### config.mk
export PLATFORM = sky130hd
export DESIGN_NAME = servant_uart_rx_flat
export DESIGN_NICKNAME = d
export VERILOG_FILES = /design/src/rtl/servant_uart_pkg.sv /design/src/rtl/servant_uart_rx_if.sv /design/src/rtl/servant_uart_fifo.sv /design/src/rtl/servant_uart_rx.sv /design/src/flat_wrapper.sv
export SDC_FILE = /design/constraint.sdc
export NUM_CORES = 1
export LEC_CHECK = 0
export ABC_CLOCK_PERIOD_IN_PS = 2600
export BUFFER_PORTS_ARGS = -buffer_cell sky130_fd_sc_hd__buf_2
export CAP_MARGIN = 20
export CORE_MARGIN = 2
export CORE_UTILIZATION = 40
export CTS_CLUSTER_DIAMETER = 60
export CTS_CLUSTER_SIZE = 10
export DETAILED_ROUTE_END_ITERATION = 8
export GPL_TIMING_DRIVEN = 0
export PLACE_DENSITY_LB_ADDON = 0.2
export SYNTH_ARGS = -nofsm -noshare
export SYNTH_HDL_FRONTEND = slang
export SYNTH_SLANG_ARGS = --single-unit
### constraint.sdc
create_clock -name wb_clk -period 2.6 [get_ports wb_clk]
set_input_delay 0.65 -clock wb_clk [delete_from_list [all_inputs] [get_ports wb_clk]]
set_output_delay 0.65 -clock wb_clk [all_outputs]
set_load 0.01 [all_outputs]
### src/rtl/servant_uart_pkg.sv
// Shared types and constants for the servant UART receiver.
// Holds the receiver FSM encoding and the data byte width.
package servant_uart_pkg;

  localparam int DATA_W = 8;
  localparam int BIT_IDX_W = $clog2(DATA_W);

  typedef enum logic [2:0] {
    IDLE  = 3'd0,
    START = 3'd1,
    DATA  = 3'd2,
    STOP  = 3'd3,
    BREAK = 3'd4
  } uart_state_e;

endpackage

### src/rtl/servant_uart_rx_if.sv
// Byte stream leaving the UART receiver: FIFO head with valid/ready handshake
// plus the one-cycle frame-error and overflow status pulses.
interface servant_uart_rx_if;
  import servant_uart_pkg::*;

  logic [DATA_W-1:0] o_data;
  logic              o_valid;
  logic              i_ready;
  logic              o_frame_err;
  logic              o_overflow;

  modport master (
    output o_data,
    output o_valid,
    output o_frame_err,
    output o_overflow,
    input  i_ready
  );

  modport slave (
    input  o_data,
    input  o_valid,
    input  o_frame_err,
    input  o_overflow,
    output i_ready
  );

endinterface

### src/rtl/servant_uart_fifo.sv
// First-word-fall-through FIFO for received bytes. Pointers carry one extra
// wrap bit so full and empty are told apart by the MSB compare.
module servant_uart_fifo #(
  parameter int DEPTH = 8,
  parameter int WIDTH = 8
) (
  input  logic             clk,
  input  logic             rst_n,
  input  logic             push,
  input  logic [WIDTH-1:0] push_data,
  input  logic             pop,
  output logic [WIDTH-1:0] pop_data,
  output logic             full,
  output logic             empty
);

  localparam int AW = $clog2(DEPTH);

  logic [AW:0]      wr_ptr_reg;
  logic [AW:0]      rd_ptr_reg;
  logic [WIDTH-1:0] mem [DEPTH];
  logic             do_push;
  logic             do_pop;

  assign empty = (wr_ptr_reg == rd_ptr_reg);
  assign full  = (wr_ptr_reg[AW] != rd_ptr_reg[AW]) &&
                 (wr_ptr_reg[AW-1:0] == rd_ptr_reg[AW-1:0]);

  // A pop in the same cycle frees the slot, so a push into a full FIFO still lands.
  assign do_pop  = pop && !empty;
  assign do_push = push && (!full || do_pop);

  always_ff @(posedge clk or negedge rst_n) begin
    if (!rst_n) begin
      wr_ptr_reg <= '0;
      rd_ptr_reg <= '0;
    end else begin
      if (do_push) wr_ptr_reg <= wr_ptr_reg + (AW+1)'(1);
      if (do_pop)  rd_ptr_reg <= rd_ptr_reg + (AW+1)'(1);
    end
  end

  always_ff @(posedge clk) begin
    if (do_push) mem[wr_ptr_reg[AW-1:0]] <= push_data;
  end

  // Head is presented combinationally; forced to zero while empty.
  assign pop_data = empty ? '0 : mem[rd_ptr_reg[AW-1:0]];

endmodule

### src/rtl/servant_uart_rx.sv
// UART receiver: synchronizes rx, detects and mid-bit samples 8N1 frames,
// and buffers received bytes in a FWFT FIFO with frame-error/overflow pulses.
module servant_uart_rx
  import servant_uart_pkg::*;
#(
  parameter int CLKS_PER_BIT = 139,
  parameter int FIFO_DEPTH   = 8
) (
  input  logic               wb_clk,
  input  logic               wb_rst_n,
  input  logic               rx,
  servant_uart_rx_if.master  bus
);

  localparam int CW = $clog2(CLKS_PER_BIT);
  localparam logic [CW-1:0] HALF_LOAD = CW'(CLKS_PER_BIT / 2 - 1);
  localparam logic [CW-1:0] FULL_LOAD = CW'(CLKS_PER_BIT - 1);
  localparam logic [BIT_IDX_W-1:0] LAST_BIT = BIT_IDX_W'(DATA_W - 1);

  // Reset asserts immediately but is released only after two clean edges.
  logic [1:0] rst_sync_reg;
  logic       rst_n_int;

  always_ff @(posedge wb_clk or negedge wb_rst_n) begin
    if (!wb_rst_n) rst_sync_reg <= 2'b00;
    else           rst_sync_reg <= {rst_sync_reg[0], 1'b1};
  end

  assign rst_n_int = rst_sync_reg[1];

  // Idle-high synchronizer so reset never looks like a start bit edge.
  logic [1:0] rx_sync_reg;
  logic       rx_s;

  always_ff @(posedge wb_clk or negedge rst_n_int) begin
    if (!rst_n_int) rx_sync_reg <= 2'b11;
    else            rx_sync_reg <= {rx_sync_reg[0], rx};
  end

  assign rx_s = rx_sync_reg[1];

  uart_state_e           state_reg, state_next;
  logic [CW-1:0]         cnt_reg, cnt_next;
  logic [BIT_IDX_W-1:0]  bit_idx_reg, bit_idx_next;
  logic [DATA_W-1:0]     shift_reg, shift_next;
  logic                  frame_err_reg, frame_err_next;
  logic                  overflow_reg, overflow_next;
  logic                  fifo_push;
  logic                  fifo_full;
  logic                  fifo_empty;
  logic                  cnt_zero;

  always_ff @(posedge wb_clk or negedge rst_n_int) begin
    if (!rst_n_int) begin
      state_reg     <= IDLE;
      cnt_reg       <= '0;
      bit_idx_reg   <= '0;
      shift_reg     <= '0;
      frame_err_reg <= 1'b0;
      overflow_reg  <= 1'b0;
    end else begin
      state_reg     <= state_next;
      cnt_reg       <= cnt_next;
      bit_idx_reg   <= bit_idx_next;
      shift_reg     <= shift_next;
      frame_err_reg <= frame_err_next;
      overflow_reg  <= overflow_next;
    end
  end

  assign cnt_zero = (cnt_reg == '0);

  always_comb begin
    state_next     = state_reg;
    cnt_next       = cnt_reg;
    bit_idx_next   = bit_idx_reg;
    shift_next     = shift_reg;
    frame_err_next = 1'b0;
    fifo_push      = 1'b0;

    unique case (state_reg)
      IDLE: begin
        if (!rx_s) begin
          state_next = START;
          cnt_next   = HALF_LOAD;
        end
      end
      START: begin
        if (!cnt_zero) begin
          cnt_next = cnt_reg - CW'(1);
        end else if (!rx_s) begin
          state_next   = DATA;
          cnt_next     = FULL_LOAD;
          bit_idx_next = '0;
        end else begin
          // Line went back high before mid start bit: treat as a glitch.
          state_next = IDLE;
        end
      end
      DATA: begin
        if (!cnt_zero) begin
          cnt_next = cnt_reg - CW'(1);
        end else begin
          shift_next = {rx_s, shift_reg[DATA_W-1:1]};
          cnt_next   = FULL_LOAD;
          if (bit_idx_reg == LAST_BIT) state_next = STOP;
          else                         bit_idx_next = bit_idx_reg + BIT_IDX_W'(1);
        end
      end
      STOP: begin
        if (!cnt_zero) begin
          cnt_next = cnt_reg - CW'(1);
        end else if (rx_s) begin
          fifo_push  = 1'b1;
          state_next = IDLE;
        end else begin
          frame_err_next = 1'b1;
          state_next     = BREAK;
        end
      end
      BREAK: begin
        if (rx_s) state_next = IDLE;
      end
      default: state_next = IDLE;
    endcase
  end

  // Full implies non-empty, so i_ready alone means a pop frees a slot this cycle.
  assign overflow_next = fifo_push && fifo_full && !bus.i_ready;

  servant_uart_fifo #(
    .DEPTH (FIFO_DEPTH),
    .WIDTH (DATA_W)
  ) u_fifo (
    .clk       (wb_clk),
    .rst_n     (rst_n_int),
    .push      (fifo_push),
    .push_data (shift_reg),
    .pop       (bus.i_ready),
    .pop_data  (bus.o_data),
    .full      (fifo_full),
    .empty     (fifo_empty)
  );

  assign bus.o_valid     = !fifo_empty;
  assign bus.o_frame_err = frame_err_reg;
  assign bus.o_overflow  = overflow_reg;

endmodule
### src/flat_wrapper.sv
// flat-port wrapper written by rule: the top's interface ports become plain ports
module servant_uart_rx_flat import servant_uart_pkg::*;
#(
  parameter int CLKS_PER_BIT = 139,
  parameter int FIFO_DEPTH   = 8
)
  (wb_clk, wb_rst_n, rx, bus_o_data, bus_o_valid, bus_o_frame_err, bus_o_overflow, bus_i_ready);
  servant_uart_rx_if bus_i ();
  input  logic wb_clk;
  input  logic wb_rst_n;
  input  logic rx;
  output wire logic [$bits(bus_i.o_data)-1:0] bus_o_data;
  output wire logic [$bits(bus_i.o_valid)-1:0] bus_o_valid;
  output wire logic [$bits(bus_i.o_frame_err)-1:0] bus_o_frame_err;
  output wire logic [$bits(bus_i.o_overflow)-1:0] bus_o_overflow;
  input wire logic [$bits(bus_i.i_ready)-1:0] bus_i_ready;
  assign bus_o_data = bus_i.o_data;
  assign bus_o_valid = bus_i.o_valid;
  assign bus_o_frame_err = bus_i.o_frame_err;
  assign bus_o_overflow = bus_i.o_overflow;
  assign bus_i.i_ready = bus_i_ready;
  servant_uart_rx #(.CLKS_PER_BIT(CLKS_PER_BIT), .FIFO_DEPTH(FIFO_DEPTH)) u_core (.wb_clk(wb_clk), .wb_rst_n(wb_rst_n), .rx(rx), .bus(bus_i));
endmodule
==> impl_metrics.env <==
export IMPL_outcome="completed"
export IMPL_dpl_cell_count=438
export IMPL_syn_inst=282
export IMPL_timing_final_crit_share=0.984
export IMPL_vdd_drop_max_mv=0.426
export IMPL_final_antenna_net_count=0
export IMPL_final_cell_mix="edfxtp_1, dfrtp_1, nor2_1"
export IMPL_multi_input_area_um2=1500
export IMPL_clock_skew_ps=9.42
export IMPL_cp_required_ps=1950
export IMPL_n_antenna_cell=0
export IMPL_num_rows=38
export IMPL_dr_pass1_iters=5
export IMPL_place_gp_congestion=0.806
export IMPL_grt_max_degree=35
export IMPL_drive_above_1_share=0.297
export IMPL_netlist_area_um2=4350
export IMPL_cts_tree="yes"
export IMPL_clk_pin_slew_ps=90
export IMPL_worstPathArrival_ps=1910
export IMPL_drt_initial_drc_count=107
export IMPL_clock_path_buffers=2
export IMPL_setup_worst_path_class="flop to primary output"
export IMPL_htree_levels=3
export IMPL_critPathBufInv=3
export IMPL_slew_headroom=0.441
export IMPL_routed_wl_um=8500
export IMPL_synth_top_area_cell="edfxtp_1"
export IMPL_slowest_delay_ps=510
export IMPL_io_pins=15
export IMPL_synth_ff_type="edfxtp_1"
export IMPL_endpoint_kind="primary output"
export IMPL_synth_warnings=0
export IMPL_fmax_mhz=391
export IMPL_mostFrequentLayoutCell="edfxtp_1"
export IMPL_rsz0062_at_grt="true"
export IMPL_wl_per_cell_um=18.2
export IMPL_tightest_slew_ps=838
export IMPL_clockRootBuffer="clkbuf_8"
export IMPL_startpoint_type="flop"
export IMPL_insertion_delay_ps=360
export IMPL_hold_viol=0
export IMPL_cts_inserted_buffers=9
export IMPL_grt_pass1_wl_um=13400
export IMPL_nFillCells=966
export IMPL_ys_top_cells_by_area="edfxtp_1, dfrtp_1, mux4_2"
export IMPL_synth_area_per_cell_um2=15.4
export IMPL_synth_cell_type_count=54
export IMPL_dr_total_vias=2436
export IMPL_synth_edf_count=64
export IMPL_port_buffers=14
export IMPL_path_cells="buf_12, buf_12, mux4_2, mux2i_1, nor2_2, buf_2"
export IMPL_core_region_area_um2=10700
export IMPL_drc_errors=0
export IMPL_synth_top_area_frac=0.442
export IMPL_p_leak_nw=1.92
export IMPL_final_util=0.473
export IMPL_finalNonFillerCells=467
export IMPL_clkSinkCount=100
export IMPL_layout_nets=331
export IMPL_synth_async_reset_ratio=0.360
export IMPL_grt_use_total=0.157
export IMPL_finalSetupViolations=0
export IMPL_maxSlewViolCount=0
export IMPL_drv_cap=0
export IMPL_antenna_found_initial=0
export IMPL_die_h_um=108
export IMPL_yosys_register_bits=100
export IMPL_grt_pass1_vias=2444
export IMPL_cp_slowest_cell="mux4_2"
export IMPL_grt_overflow_total=0
export IMPL_seq_area_frac_synth=0.649
export IMPL_syn2layout_area_growth_pct=16.7
export IMPL_initial_core_util=0.405
export IMPL_syn_nets=291
export IMPL_crit_top_cell="buf_12"
export IMPL_regArea_um2=2830
export IMPL_power_density_nw_per_um2=917
export IMPL_dp_hpwl_um=5310
export IMPL_final_min_clock_period_ps=2560
export IMPL_dieArea_um2=11700
export IMPL_via_per_inst=5.22
export IMPL_fp_dieW_um=108
export IMPL_path_max_fanout=9
export IMPL_cp_top_family="multiplexers"
export IMPL_holdCritPathClass="primary input to async pin"
export IMPL_largest_register_ffs=64
==> where the power goes <==
group	switching [mW]	internal, mW
combinational	0.854	0.833
clock	0.511	0.546
sequential	0.122	1.79
==> cells by family (layout without fill, tap and decap cells) <==
group / Yosys count / in the layout / share of synthesized area
flops: 100 / 100 / 0.649
fa+ha+maj: 5 / 5 / 0.0144
buf+inv: 25 / 70 / 0.0247
mux: 38 / 38 / 0.137
simple gates: 66 / 66 / 0.0880
other cells: 1 / 1 / 0.000862
xor+xnor: 11 / 11 / 0.0221
compound gates: 36 / 36 / 0.0636
==> routing by layer <==
layer  up-vias  track usage  share of wire
met3         6       0.0344          0.029
met5         -            0              0
li1       1152            -              -
met2        42        0.277           0.52
met1      1236        0.195           0.44
met4         0       0.0430         0.0098
==> through the flow <==
| step | hold slack (ps) | worst slack [ps] | instance area, um^2 | power (mW) | TNS (ps) |
|---|---|---|---|---|---|
| 6_report | 65.1 | 41.5 | 5080 | 4.66 | 0 |
| 3_3_place_gp | 342 | -874 | 4610 | 3.38 | -23510 |
| 4_1_cts | 44.2 | 3.51 | 5020 | 4.66 | 0 |
| 3_5_place_dp | 339 | -445 | 4640 | 3.39 | -12200 |
| 2_1_floorplan | 331 | 101 | 4360 | 3.01 | 0 |
| 5_1_grt | 39.0 | -51.1 | 5080 | 4.93 | -143 |
==> Yosys cell counts (all sizes together) (2+ instances only) <==
cell type	instances
mux2i	10
nor4b	2
nand3	5
ha	5
nor4bb	2
dfrtp	34
inv	11
nor3	5
o22ai	2
dfstp	2
clkbuf	7
xnor2	3
and3b	2
o2bb2ai	3
nor2	23
a211oi	2
a31oi	2
buf	7
edfxtp	64
or3	2
o2111ai	3
and4b	3
a21oi	6
a21boi	2
mux2	12
a22oi	2
mux4	16
o22a	3
and3	3
o21ai	4
xor2	8
nor2b	3
nand4	2
nand2	10
==> path summary, 6_finish.rpt <==
kind | from | depth (start not counted) | slack (ps) | to
setup reg to reg | u_core.cnt_reg[1] | 7 | 180 | u_core.bit_idx_reg[0]
max in group asynchronous | u_core.rst_sync_reg[1] | 0 | 1710 | u_core.u_fifo.wr_ptr_reg[2]
min in group wb_clk | u_core.rx_sync_reg[0] | 0 | 370 | u_core.rx_sync_reg[1]
setup / recovery | u_core.u_fifo.rd_ptr_reg[0] | 6 | 40 | bus_o_data[7]
hold / removal | wb_rst_n | 1 | 70 | u_core.rst_sync_reg[1]
hold reg to reg | u_core.rst_sync_reg[1] | 0 | 350 | u_core.state_reg[2]
==> layout make-up <==
| class | instances | share of cell area |
|---|---|---|
| Inverter | 11 | 0.00813 |
| Sequential cell | 100 | 0.557 |
| Clock inverter | 5 | 0.0165 |
| Tap cell | 140 | 0.0345 |
| Timing Repair Buffer | 33 | 0.0426 |
| Buffer | 10 | 0.0192 |
| Clock buffer | 11 | 0.0259 |
| Multi-Input combinational cell | 157 | 0.296 |
==> what timing repair did <==
item	in CTS	in global routing
resized for setup	30	7
pin swaps	2	2
gates cloned	1	0
endpoints found under the hold margin	0	0
hold buffers	0	0
setup buffers	10	6
endpoints found under the setup margin	65	71
Note: power is estimated with default switching activity, not from simulation.
